## src/rtl/ex_mem_stage.sv

```systemverilog
// ex_mem_stage: elastic EX/MEM pipeline register with a two-entry skid buffer.
// Main entry drives the MEM-side outputs; the skid entry absorbs one bundle
// when MEM stalls so that ready_o comes straight from a flop.
// Optional flush port: define EX_MEM_FLUSH_EN to add flush_i.
module ex_mem_stage #(
  parameter int unsigned DATA_W = 32,
  parameter int unsigned REG_W  = 5
) (
  input  logic              clk_i,
  input  logic              rst_i,
  input  logic              valid_i,
  output logic              ready_o,
  input  logic [1:0]        WB_i,
  input  logic [DATA_W-1:0] ALUOut_i,
  input  logic [DATA_W-1:0] mux7_i,
  input  logic [REG_W-1:0]  mux8_i,
  input  logic              MemRead_i,
  input  logic              MemWrite_i,
`ifdef EX_MEM_FLUSH_EN
  input  logic              flush_i,
`endif
  output logic              valid_o,
  input  logic              ready_i,
  output logic [1:0]        WB_o,
  output logic [DATA_W-1:0] ALUOut_o,
  output logic [DATA_W-1:0] mux7_o,
  output logic [REG_W-1:0]  mux8_o,
  output logic              MemRead_o,
  output logic              MemWrite_o
);

  typedef struct packed {
    logic [1:0]        wb;
    logic [DATA_W-1:0] alu;
    logic [DATA_W-1:0] st;
    logic [REG_W-1:0]  rd;
    logic              mem_read;
    logic              mem_write;
  } bundle_t;

  bundle_t main_q, main_d;
  bundle_t skid_q, skid_d;
  bundle_t in_c;
  logic    main_valid_q, main_valid_d;
  logic    skid_valid_q, skid_valid_d;
  logic    ready_q, ready_d;
  logic    accept_c;
  logic    deliver_c;
  logic    flush_c;

`ifdef EX_MEM_FLUSH_EN
  assign flush_c = flush_i;
`else
  assign flush_c = 1'b0;
`endif

  // Pack the incoming EX bundle.
  always_comb begin
    in_c           = '0;
    in_c.wb        = WB_i;
    in_c.alu       = ALUOut_i;
    in_c.st        = mux7_i;
    in_c.rd        = mux8_i;
    in_c.mem_read  = MemRead_i;
    in_c.mem_write = MemWrite_i;
  end

  // Next-state for main/skid entries; control bits of an empty main are zeroed.
  always_comb begin
    main_d       = main_q;
    skid_d       = skid_q;
    main_valid_d = main_valid_q;
    skid_valid_d = skid_valid_q;
    accept_c     = valid_i & ready_q;
    deliver_c    = main_valid_q & ready_i;

    if (flush_c) begin
      main_valid_d = 1'b0;
      skid_valid_d = 1'b0;
    end else if (!main_valid_q || deliver_c) begin
      if (skid_valid_q) begin
        main_d       = skid_q;
        main_valid_d = 1'b1;
        skid_valid_d = accept_c;
        if (accept_c) begin
          skid_d = in_c;
        end
      end else begin
        main_valid_d = accept_c;
        if (accept_c) begin
          main_d = in_c;
        end
      end
    end else if (accept_c) begin
      skid_d       = in_c;
      skid_valid_d = 1'b1;
    end

    if (!main_valid_d) begin
      main_d.wb        = 2'b00;
      main_d.mem_read  = 1'b0;
      main_d.mem_write = 1'b0;
    end

    ready_d = ~skid_valid_d;
  end

  // State registers; reset discards both entries at once.
  always_ff @(posedge clk_i or negedge rst_i) begin
    if (!rst_i) begin
      main_q       <= '0;
      skid_q       <= '0;
      main_valid_q <= 1'b0;
      skid_valid_q <= 1'b0;
      ready_q      <= 1'b1;
    end else begin
      main_q       <= main_d;
      skid_q       <= skid_d;
      main_valid_q <= main_valid_d;
      skid_valid_q <= skid_valid_d;
      ready_q      <= ready_d;
    end
  end

  assign ready_o    = ready_q;
  assign valid_o    = main_valid_q;
  assign WB_o       = main_q.wb;
  assign ALUOut_o   = main_q.alu;
  assign mux7_o     = main_q.st;
  assign mux8_o     = main_q.rd;
  assign MemRead_o  = main_q.mem_read;
  assign MemWrite_o = main_q.mem_write;

endmodule

```

## config.mk

```make
export PLATFORM = sky130hd
export DESIGN_NAME = ex_mem_stage
export DESIGN_NICKNAME = d
export VERILOG_FILES = /design/src/rtl/ex_mem_stage.sv
export SDC_FILE = /design/constraint.sdc
export NUM_CORES = 1
export LEC_CHECK = 0
export CORE_MARGIN = 2
export CORE_UTILIZATION = 54
export CTS_CLUSTER_DIAMETER = 150
export DETAILED_ROUTE_END_ITERATION = 8
export PLACE_DENSITY = 0.85
export SYNTH_ARGS = -nofsm -noshare
export SYNTH_HDL_FRONTEND = slang
export SYNTH_SLANG_ARGS = --single-unit
```

## constraint.sdc

```tcl
create_clock -name clk_i -period 4.2 [get_ports clk_i]
set_input_delay 0.84 -clock clk_i [delete_from_list [all_inputs] [get_ports clk_i]]
set_output_delay 0.84 -clock clk_i [all_outputs]
set_load 0.02 [all_outputs]
```

==> impl_results.md <==
- DP Cell Count: 700
- Final setup TNS: 0 ns
- Capture point of the worst reg-to-reg path: skid_q[43]
- DRC: 0
- Worst path slowest cell: clkdlybuf4s50_1
- Max-Cap Viols: 0
- Grt ovf: 0
- Final WL: 13500 um
- Crit Path Class: reg2out
- Fmax: 0.408 GHz
- Commonest non-fill, non-tap cells in the layout: mux2_2 (156), clkdlybuf4s50_1 (150), dfrtp_1 (147)
- Post-Syn Nets: 477
- Worst r2r path cells: 3
- CTS H-tree depth: 4
- Num CTS Buffers: 17
- Tcrit/Tclk final: 0.583
- Buf+Inv Stages, Crit Path: 1
- Setup WS pre-CTS: 1.37 ns
- Sequential Power Share: 0.362
- Hold WC Path Type: reg2reg
- Count of non-filler cells in the finished layout: 732
- Synth Cell Area: 6720 um2
- I/O Pins: 152
- CP delay by family, top: buffers and inverters
- WL/cell: 18.4 um
- Syn-to-layout area delta: 31.4%
- DR iter-0 viols: 182
- Synth Area in XOR/XNOR: 0
- Diode count: 0
- Unrepaired setup endpoints after global routing: false
- CTS Hold Bufs: 0
- Critical Path Max Stage Delay: 0.61 ns
- First-pass GRT wire length: 22100 um
- Worst R2R Start: skid_valid_q
- Die area: 13300 um2
- Row cnt: 40
- CORE AREA: 12100 um2
- Syn. warnings: 0
- Share of cells above drive strength 1: 0.436
- Clock buffer depth: 2
- Simple-Gate Fraction of Synth Area: 0.00671
- Fin worst setup slack: 1.75 ns
- Maximum number of pins on one net before global-route repair: 107
- Global Route Usage Sum: 0.216
- Initial antenna violation count: 0
- CTS tree: done
- CP Data Required Time: 3.36 ns
- Startpoint Class: flop
- Post-CTS sizing: 0
- Syn Inst Count: 400
- Sequential cell area: 3730 um2
- WP data arrival: 1.61 ns
- Sequential share of the synthesized area: 0.555
- CTS Root Cell: clkbuf_16
- Clock sinks: 149
- Drt first pass iters: 4
- Commonest non-fill, non-tap cell in the layout: mux2_2
- Critical path depth in cells: 1
- Worst-Skew Late Latency: 0.42 ns
- Worst setup path end: ready_o
- Leak: 3.81 nW
- Die W: 116 um
- Starting Density: 0.557
- IO buf count: 151
- Outcome: complete, no violations
- GPL Wtd Cong: 0.711
- Internal Power: 0.00517 W
- Via count: 3837
- Die height: 116 um
- Sw power: 0.00238 W
- Max-slew violations: 0
- Critical path cell sequence: clkdlybuf4s50_1
- Sw Ratio: 0.316
- Slew @ Worst Pin: 1.07 ns
- Final Hold Viols: 0
- Multi-input gate area: 2710 um2
- Vias in the first global route: 4293
- Post-synthesis compound-gate area fraction: 0.00969
- Worst-path maximum fanout: 3
- Fill count: 799
- Synthesis-stage register bit count: 149
- VDD IR max: 0.454 mV
- Mux contribution to synthesized area: 0.387
- R2R setup slack: 1.78 ns
- CTS clk-pin slew, worst paths: 0.06 ns
- Critical path capture point type: output pin
- Min cycle time layout: 2.45 ns
- Final nets: 628
- Clock power share: 0.204
- Largest family of logic cells by synthesized area: multiplexers
- Postcts setup bufs: 0
- Vias per cell: 5.24
- Combinational share of power: 0.434
- Syn_area_per_cell: 16.8 um2
- P per Cell Area: 855 nW/um2
- Crit path launch: ready_o
- Distinct cells, synth: 17
- Final setup viols: 0
- Pwr Total: 0.00755 W
- Final ANT Viol Nets: 0
- Fin Clk Skew: 0.00687 ns
- DPL Wire Length: 8570 um
- Relative slew slack: 0.287
- Adder-cell share of the synthesized area: 0
metal layers:
metal / track usage / wire length [um] / part of all wire / up-vias
li1: - / - / - / 1743
met1: 0.262 / 5640 / 0.42 / 1973
met2: 0.361 / 6740 / 0.50 / 106
met3: 0.0701 / 899 / 0.067 / 15
met4: 0.0859 / 209 / 0.015 / 0
met5: 0 / 0 / 0 / -
state kept, by name, indices dropped and copies added (netlist names):
signal / cells
mux7_o: 32
MemWrite_o: 1
WB_o: 2
skid_valid_q: 1
skid_q: 73
valid_o: 1
ALUOut_o: 32
mux8_o: 5
ready_o: 1
MemRead_o: 1
cell type report:
cell class / instances / area share
clock buffers: 25 / 0.0584
clock inverters: 7 / 0.0105
multi-input cells: 227 / 0.307
flip-flops and latches: 149 / 0.423
well taps: 168 / 0.0238
repair buffers: 156 / 0.177
stage by stage:
stage	cell area (um2)	util	hold WS, ns
floorplan	6720	-	0.474
global route	8830	0.732	0.514
detailed placement	8220	0.681	0.481
global placement	8220	0.681	0.468
CTS	8830	0.732	0.494
finish	8830	0.732	0.494
power by group through the flow:
stage | combinational [W] | sequential [W] | clock (W)
finish | 0.00328 | 0.00274 | 0.00154
global route | 0.00349 | 0.00284 | 0.00164
CTS | 0.00332 | 0.00274 | 0.00156
detailed placement | 0.00331 | 0.00274 | 0
global placement | 0.00321 | 0.00270 | 0
floorplan | 0.00200 | 0.00296 | 0
worst min path at each step:
| stage | startpoint | end | slack (ns) | depth (start not counted) |
|---|---|---|---|---|
| 2_1_floorplan | skid_q[39] | skid_q[39] | 0.47 | 1 |
| 3_3_place_gp | ALUOut_o[10] | ALUOut_o[10] | 0.47 | 1 |
| 3_5_place_dp | ALUOut_o[10] | ALUOut_o[10] | 0.48 | 1 |
| 4_1_cts | ALUOut_o[10] | ALUOut_o[10] | 0.49 | 1 |
| 5_1_grt | ALUOut_o[9] | ALUOut_o[9] | 0.51 | 1 |
| 6_report | ALUOut_o[10] | ALUOut_o[10] | 0.49 | 1 |
cell families (layout without fill, tap and decap cells):
group / after synthesis / in the layout
muxes: 215 / 215
DFF: 149 / 149
buffers and inverters: 24 / 188
AOI/OAI and AO/OA: 6 / 6
and+or+nand+nor: 6 / 6
Yosys cell counts:
cell,number,area [um2]
nor2_4,1,11.3
buf_2,1,5.00
nand2b_1,1,6.26
and2_1,1,6.26
nor2b_4,1,13.8
a22o_1,4,35.0
dfstp_2,1,26.3
buf_12,5,100
buf_4,9,67.6
mux2_2,156,1760
o211ai_4,1,21.3
dfrtp_1,148,3700
buf_6,9,101
mux2_4,48,721
a21oi_2,1,8.76
mux2_1,11,124
nand2_1,2,7.51
Power figures use the tool's default switching activity.
